<file path="config.mk">
export PLATFORM = sky130hd
export DESIGN_NAME = io_responder
export DESIGN_NICKNAME = d
export VERILOG_FILES = /design/src/rtl/io_pkg.sv /design/src/rtl/io_fifo.sv /design/src/rtl/io_responder.sv
export SDC_FILE = /design/constraint.sdc
export NUM_CORES = 1
export LEC_CHECK = 0
export BUFFER_PORTS_ARGS = -buffer_cell sky130_fd_sc_hd__buf_4
export CAP_MARGIN = 20
export CELL_PAD_IN_SITES_DETAIL_PLACEMENT = 1
export CELL_PAD_IN_SITES_GLOBAL_PLACEMENT = 2
export CORE_AREA = 2 2 271 273
export CTS_CLUSTER_DIAMETER = 150
export CTS_CLUSTER_SIZE = 20
export DETAILED_ROUTE_END_ITERATION = 10
export DIE_AREA = 0 0 273 275
export GPL_TIMING_DRIVEN = 0
export HOLD_SLACK_MARGIN = 0.06
export PLACE_DENSITY_LB_ADDON = 0.08
export SLEW_MARGIN = 30
export SYNTH_ARGS = -nofsm -noshare
export SYNTH_HDL_FRONTEND = slang
export SYNTH_HIERARCHICAL = 1
export SYNTH_SLANG_ARGS = --single-unit
</file>
<file path="constraint.sdc">
create_clock -name clk -period 22.6 [get_ports clk]
set_input_delay 4.52 -clock clk [delete_from_list [all_inputs] [get_ports clk]]
set_output_delay 4.52 -clock clk [all_outputs]
set_load 0.02 [all_outputs]
</file>
<file path="src/rtl/io_pkg.sv">
// io_pkg: shared definitions for the IO responder slice.
//   idx_w()       port-index width helper (clog2 with a floor of 1 bit),
//                 used for both the input (NUIOIN) and output (NUIOOU) index.
//   io_entry_t    output FIFO entry {addr, data} at the default geometry
//                 (8 output ports, 32-bit data); io_responder declares the
//                 same shape at its own parameters and hands it to io_fifo.
//   IO_OVF_CNT_W  width of the optional overflow counter.
package io_pkg;

  localparam int IO_OVF_CNT_W   = 8;
  localparam int IO_NUBITS_DFLT = 32;
  localparam int IO_NUIOOU_DFLT = 8;

  // Index width for a bank of n ports; a single port still gets one bit.
  function automatic int idx_w(input int n);
    return (n > 1) ? $clog2(n) : 1;
  endfunction

  typedef struct packed {
    logic [idx_w(IO_NUIOOU_DFLT)-1:0] addr;
    logic [IO_NUBITS_DFLT-1:0]        data;
  } io_entry_t;

endpackage

</file>
<file path="src/rtl/io_fifo.sv">
// io_fifo: registered output FIFO, no write-to-read bypass.
//   clk, rst  clock, asynchronous active-high reset (pointers and count)
//   push, din write request and entry
//   pop       read request (ignored when empty)
//   head      entry at the read pointer
//   full, empty, count  occupancy, count in 0..FDEPTH
// A push into a full FIFO is accepted only when a pop happens on the same
// edge. FDEPTH must be a power of two >= 2 so the pointers wrap naturally.
module io_fifo
  import io_pkg::*;
#(
  parameter int  FDEPTH  = 4,
  parameter type entry_t = io_entry_t
) (
  input  logic                         clk,
  input  logic                         rst,
  input  logic                         push,
  input  entry_t                       din,
  input  logic                         pop,
  output entry_t                       head,
  output logic                         full,
  output logic                         empty,
  output logic [$clog2(FDEPTH+1)-1:0]  count
);

  localparam int PW = $clog2(FDEPTH);
  localparam int CW = $clog2(FDEPTH + 1);

  entry_t          mem_q [FDEPTH];
  entry_t          mem_d [FDEPTH];
  logic [PW-1:0]   wptr_q, wptr_d;
  logic [PW-1:0]   rptr_q, rptr_d;
  logic [CW-1:0]   cnt_q, cnt_d;
  logic            do_push, do_pop;

  assign full    = (cnt_q == CW'(FDEPTH));
  assign empty   = (cnt_q == '0);
  assign do_pop  = pop & ~empty;
  assign do_push = push & (~full | do_pop);
  assign head    = mem_q[rptr_q];
  assign count   = cnt_q;

  always_comb begin
    mem_d  = mem_q;
    wptr_d = wptr_q;
    rptr_d = rptr_q;
    cnt_d  = cnt_q;
    if (do_push) begin
      mem_d[wptr_q] = din;
      wptr_d        = wptr_q + PW'(1);
    end
    if (do_pop) begin
      rptr_d = rptr_q + PW'(1);
    end
    case ({do_push, do_pop})
      2'b10:   cnt_d = cnt_q + CW'(1);
      2'b01:   cnt_d = cnt_q - CW'(1);
      default: cnt_d = cnt_q;
    endcase
  end

  always_ff @(posedge clk or posedge rst) begin
    if (rst) begin
      wptr_q <= '0;
      rptr_q <= '0;
      cnt_q  <= '0;
    end else begin
      wptr_q <= wptr_d;
      rptr_q <= rptr_d;
      cnt_q  <= cnt_d;
    end
  end

  // Storage needs no reset: it is only observed through entries counted valid.
  always_ff @(posedge clk) begin
    mem_q <= mem_d;
  end

endmodule

</file>
<file path="src/rtl/io_responder.sv">
// io_responder: core-facing IO block with latched inputs and queued outputs.
//   clk, rst        clock, asynchronous active-high reset
//   req_in, addr_in core read strobe / port index; io_in is in_reg[addr_in]
//                   combinationally, req_in only clears in_fresh
//   out_en, addr_out, data_out  core write; updates out_regs and queues
//                   {addr,data} into the output FIFO
//   ext_in, ext_in_vld, in_fresh  peripheral inputs, load strobes, unread flags
//   ext_out_*       FIFO head towards the peripheral
//   out_regs        last value written per output port
//   ovf, ovf_clr    sticky flag for writes dropped because the FIFO was full
//   ovf_cnt         saturating drop counter, present only with IO_OVF_CNT_EN
// Handshake: ext_out_vld is high whenever the FIFO holds an entry and the
// head (data, addr) is held stable until an edge with ext_out_vld and
// ext_out_rdy both high, which transfers it; vld never waits on rdy.
// Out-of-range port indices read as 0 and writes to them are discarded.
module io_responder
  import io_pkg::*;
#(
  parameter int NUBITS = 32,
  parameter int NUIOIN = 8,
  parameter int NUIOOU = 8,
  parameter int FDEPTH = 4
) (
  input  logic                         clk,
  input  logic                         rst,
  input  logic                         req_in,
  input  logic [idx_w(NUIOIN)-1:0]     addr_in,
  output logic [NUBITS-1:0]            io_in,
  input  logic                         out_en,
  input  logic [idx_w(NUIOOU)-1:0]     addr_out,
  input  logic [NUBITS-1:0]            data_out,
  input  logic [NUIOIN*NUBITS-1:0]     ext_in,
  input  logic [NUIOIN-1:0]            ext_in_vld,
  output logic [NUIOIN-1:0]            in_fresh,
  output logic [NUBITS-1:0]            ext_out_data,
  output logic [idx_w(NUIOOU)-1:0]     ext_out_addr,
  output logic                         ext_out_vld,
  input  logic                         ext_out_rdy,
  output logic [NUIOOU*NUBITS-1:0]     out_regs,
  output logic                         ovf,
`ifdef IO_OVF_CNT_EN
  output logic [IO_OVF_CNT_W-1:0]      ovf_cnt,
`endif
  input  logic                         ovf_clr
);

  localparam int OAW = idx_w(NUIOOU);
  localparam int CW  = $clog2(FDEPTH + 1);

  typedef struct packed {
    logic [OAW-1:0]    addr;
    logic [NUBITS-1:0] data;
  } entry_t;

  logic [NUBITS-1:0] in_reg_q  [NUIOIN];
  logic [NUBITS-1:0] in_reg_d  [NUIOIN];
  logic [NUIOIN-1:0] fresh_q, fresh_d;
  logic [NUBITS-1:0] out_q     [NUIOOU];
  logic [NUBITS-1:0] out_d     [NUIOOU];
  logic              ovf_q, ovf_d;

  logic              rd_ok, wr_ok, push, pop, drop;
  logic              fifo_full, fifo_empty;
  logic [CW-1:0]     fifo_count;
  entry_t            fifo_din, fifo_head;

  assign rd_ok = (32'(addr_in) < 32'(NUIOIN));
  assign wr_ok = (32'(addr_out) < 32'(NUIOOU));
  assign push  = out_en & wr_ok;
  assign pop   = ext_out_vld & ext_out_rdy;
  // A full FIFO only makes room when the head leaves on this same edge.
  assign drop  = push & fifo_full & ~pop;

  assign fifo_din.addr = addr_out;
  assign fifo_din.data = data_out;

  io_fifo #(
    .FDEPTH  (FDEPTH),
    .entry_t (entry_t)
  ) u_fifo (
    .clk   (clk),
    .rst   (rst),
    .push  (push),
    .din   (fifo_din),
    .pop   (pop),
    .head  (fifo_head),
    .full  (fifo_full),
    .empty (fifo_empty),
    .count (fifo_count)
  );

  assign io_in        = rd_ok ? in_reg_q[addr_in] : '0;
  assign in_fresh     = fresh_q;
  assign ext_out_vld  = (fifo_count != '0);
  // Head fields are forced to zero while empty so stale storage never shows.
  assign ext_out_data = fifo_empty ? '0 : fifo_head.data;
  assign ext_out_addr = fifo_empty ? '0 : fifo_head.addr;
  assign ovf          = ovf_q;

  for (genvar g = 0; g < NUIOOU; g++) begin : g_out_regs
    assign out_regs[g*NUBITS +: NUBITS] = out_q[g];
  end

  always_comb begin
    in_reg_d = in_reg_q;
    fresh_d  = fresh_q;
    out_d    = out_q;
    ovf_d    = ovf_q;
    for (int i = 0; i < NUIOIN; i++) begin
      // A load wins over a same-edge read: io_in showed the old value this
      // cycle, so the new one is still unread.
      if (ext_in_vld[i]) begin
        in_reg_d[i] = ext_in[i*NUBITS +: NUBITS];
        fresh_d[i]  = 1'b1;
      end else if (req_in && rd_ok && (32'(addr_in) == 32'(i))) begin
        fresh_d[i]  = 1'b0;
      end
    end
    if (push) begin
      out_d[addr_out] = data_out;
    end
    if (ovf_clr) ovf_d = 1'b0;
    if (drop)    ovf_d = 1'b1;
  end

  always_ff @(posedge clk or posedge rst) begin
    if (rst) begin
      for (int i = 0; i < NUIOIN; i++) in_reg_q[i] <= '0;
      for (int i = 0; i < NUIOOU; i++) out_q[i]    <= '0;
      fresh_q <= '0;
      ovf_q   <= 1'b0;
    end else begin
      in_reg_q <= in_reg_d;
      out_q    <= out_d;
      fresh_q  <= fresh_d;
      ovf_q    <= ovf_d;
    end
  end

`ifdef IO_OVF_CNT_EN
  logic [IO_OVF_CNT_W-1:0] ovf_cnt_q, ovf_cnt_d;

  assign ovf_cnt = ovf_cnt_q;

  // Clear restarts the count, so a drop on the clearing edge leaves 1.
  always_comb begin
    ovf_cnt_d = ovf_cnt_q;
    if (ovf_clr) begin
      ovf_cnt_d = drop ? IO_OVF_CNT_W'(1) : '0;
    end else if (drop && (ovf_cnt_q != '1)) begin
      ovf_cnt_d = ovf_cnt_q + IO_OVF_CNT_W'(1);
    end
  end

  always_ff @(posedge clk or posedge rst) begin
    if (rst) ovf_cnt_q <= '0;
    else     ovf_cnt_q <= ovf_cnt_d;
  end
`endif

endmodule

</file>
==> flow_metrics.env <==
export IMPL_status="finished, final reports clean"
export IMPL_grt_ovfl_total=0
export IMPL_utilization_pct=47.55
export IMPL_synthCells=1502
export IMPL_power_internal_w=0.002270
export IMPL_synth_main_ff_cell="dfrtp_1"
export IMPL_fp_dieArea_um2=75080
export IMPL_power_clock_fraction_pct=22.1
export IMPL_post_cts_buffers=0
export IMPL_path_max_fanout=10
export IMPL_period_share_pct=48.26
export IMPL_hold_path_class="reg2reg"
export IMPL_drcViolationCount=0
export IMPL_hpwlAfterDp_mm=61.98
export IMPL_cts_tree="built"
export IMPL_dp_slack_ns=11.73
export IMPL_yosysSeqAreaShare_pct=64.14
export IMPL_skew_ns=0.01480
export IMPL_stdcell_count=3168
export IMPL_worst_setup_path_type="in2out"
export IMPL_chipHeight_um=275
export IMPL_setup_viol=0
export IMPL_tightest_slew_ns=0.8832
export IMPL_hold_violations=0
export IMPL_switching_share_pct=32.00
export IMPL_power_frac_comb_pct=32.0
export IMPL_cp_arrival_ns=6.39
export IMPL_synth_fp_nets=1816
export IMPL_tns_ns=0
export IMPL_io_buffers=630
export IMPL_synth_area_per_cell_um2=18.08
export IMPL_syn_cell_area_um2=27150
export IMPL_viasPerCell=5.064
export IMPL_synth_async_reset_ratio_pct=79.04
export IMPL_ys_warn_count=6
export IMPL_antenna_found_initial=23
export IMPL_cts_hold_buf=0
export IMPL_worstSkewPairLatency_ns=0.58
export IMPL_gr_usage_all_layers_pct=22.35
export IMPL_grt_max_degree=92
export IMPL_relSlewSlack_pct=41.12
export IMPL_io_pins=641
export IMPL_pwr_share_seq_pct=45.9
export IMPL_cts_num_sinks=668
export IMPL_synth_distinct_cells=38
export IMPL_clk_pin_slew_ns=0.09
export IMPL_htreeDepth=2
export IMPL_placed_cells=3097
export IMPL_rsz0062_at_grt="false"
export IMPL_drtIter0Drc=661
export IMPL_ys_ff_latch=668
export IMPL_nNetsFinal=2493
export IMPL_ant_nets=0
export IMPL_period_needed_ns=10.91
export IMPL_whs_ns=0.4897
export IMPL_slew_violations=0
export IMPL_cellLeakagePower_nw=14.75
export IMPL_max_cap_viol_count=0
export IMPL_place_congestion=0.7805
export IMPL_ir_drop_v=0.00006525
export IMPL_fin_ws_ns=11.69
export IMPL_powerDensity_nw_per_um2=97.04
export IMPL_vias=16042
export IMPL_wl_mm=84.66
export IMPL_avgRoutedWirePerCell_um=26.72
export IMPL_first_pass_iters=4
export IMPL_clockBufferDepth=3
export IMPL_grt_pass1_wl_mm=122.4
export IMPL_cts_root_buf="clkbuf_16"
export IMPL_maxClockFrequency_mhz=91.69
export IMPL_die_width_um=273
export IMPL_coreArea_um2=72340
export IMPL_p_sw_w=0.001068
export IMPL_grt_pass1_vias=17732
export IMPL_rows=99
export IMPL_synth_enable_flop_cells=140
export IMPL_start_util_pct=37.54
export IMPL_cts_buffers=39
export IMPL_area_delta_synth_final_pct=26.67
export IMPL_worstPathRequired_ns=18.08
export IMPL_drive_gt1_share_pct=61.33
export IMPL_worst_setup_path_end_kind="primary output"
export IMPL_start_kind="input port"
export IMPL_cts_resized=0
## path summary, 6_finish.rpt
path / start / endpoint / slack, ns / depth (start not counted)
hold / removal: out_regs[32] / out_regs[32] / 0.49 / 1
min in group asynchronous: rst / u_fifo/rptr_q[1] / 3.95 / 2
setup reg to reg: u_fifo/count[0] / u_fifo/count[2] / 20.21 / 9
hold reg to reg: out_regs[32] / out_regs[32] / 0.49 / 1
max in group asynchronous: rst / out_regs[150] / 17.40 / 4
setup / recovery: addr_in[1] / io_in[19] / 11.69 / 5
## logic make-up after synthesis
| logic type | share of synthesized area (%) |
|---|---|
| adder cells (fa/ha/maj) | 0.3041 |
| buffers and inverters | 2.032 |
| AND/OR/NAND/NOR | 1.631 |
| multiplexers | 31.33 |
| XOR/XNOR | 0.1936 |
| AO/OA/AOI/OAI | 0.3686 |
| flip-flops | 64.14 |
## synthesized netlist by cell type (4+ instances only)
library cell,instances,area (um^2)
a21o_1,8,60.06
and2_2,4,30.03
buf_2,31,155.2
buf_4,15,112.6
buf_6,7,78.83
clkbuf_1,36,135.1
dfrtp_1,528,13210
edfxtp_1,140,4204
ha_1,5,62.56
inv_1,10,37.54
mux2_1,9,101.4
mux2_2,535,6025
mux4_1,34,893.4
mux4_2,65,1464
nand4b_1,6,52.55
nor2b_1,35,219.0
## metrics by stage
step	power, W	cell area [um^2]
global placement	0.002619	33080
detailed placement	0.002647	33270
CTS	0.003395	34360
finish	0.003338	34400
global route	0.003502	34390
floorplan	0.002136	27150
## area by class of cell
| cell class | count | area [um^2] |
|---|---|---|
| inverters | 10 | 45.04 |
| diodes | 16 | 40.04 |
| clock inverters | 1 | 16.27 |
| multi-input cells | 730 | 9196 |
| plain buffers | 94 | 514.2 |
| clock buffers | 54 | 1075 |
| well taps | 959 | 1200 |
| repair buffers | 636 | 4895 |
| fillers | 7104 | 37940 |
| flip-flops and latches | 668 | 17420 |
## power by group through the flow
stage	clock network (W)	registers [W]	logic, W
floorplan	0	0.00166	0.000471
global placement	0	0.00155	0.00107
detailed placement	0	0.00156	0.00109
CTS	0.000771	0.00153	0.00109
global route	0.000810	0.00156	0.00113
finish	0.000739	0.00153	0.00107
## layout by cell type, fill, tap and decap left out, drive strengths merged, types with 5 or more instances in the layout
cell / n
ha: 5
mux2: 545
a21o: 8
nand4b: 6
diode: 16
dfrtp: 528
nor2b: 35
clkbuf: 94
edfxtp: 140
buf: 690
inv: 10
mux4: 99
## flip-flops by register name, summed over array words and instances (netlist names)
signal,cells
in_reg_q,256
ovf,1
in_fresh,8
out_regs,256
u_fifo/count,3
u_fifo/rptr_q,2
u_fifo/mem_q,140
u_fifo/wptr_q,2
## worst max-delay path: stages
cell and delay, ns:
buf_2 0.22, clkbuf_1 0.68, mux4_1 0.48, mux2_2 0.31
buf_4 0.16
## routing by layer
layer / GRT usage [%] / wire, um
met1: 25.80 / 31510
met2: 39.61 / 44700
met3: 6.677 / 6072
met4: 7.535 / 2262
met5: 0 / 104
(Power assumes the default switching activity.)
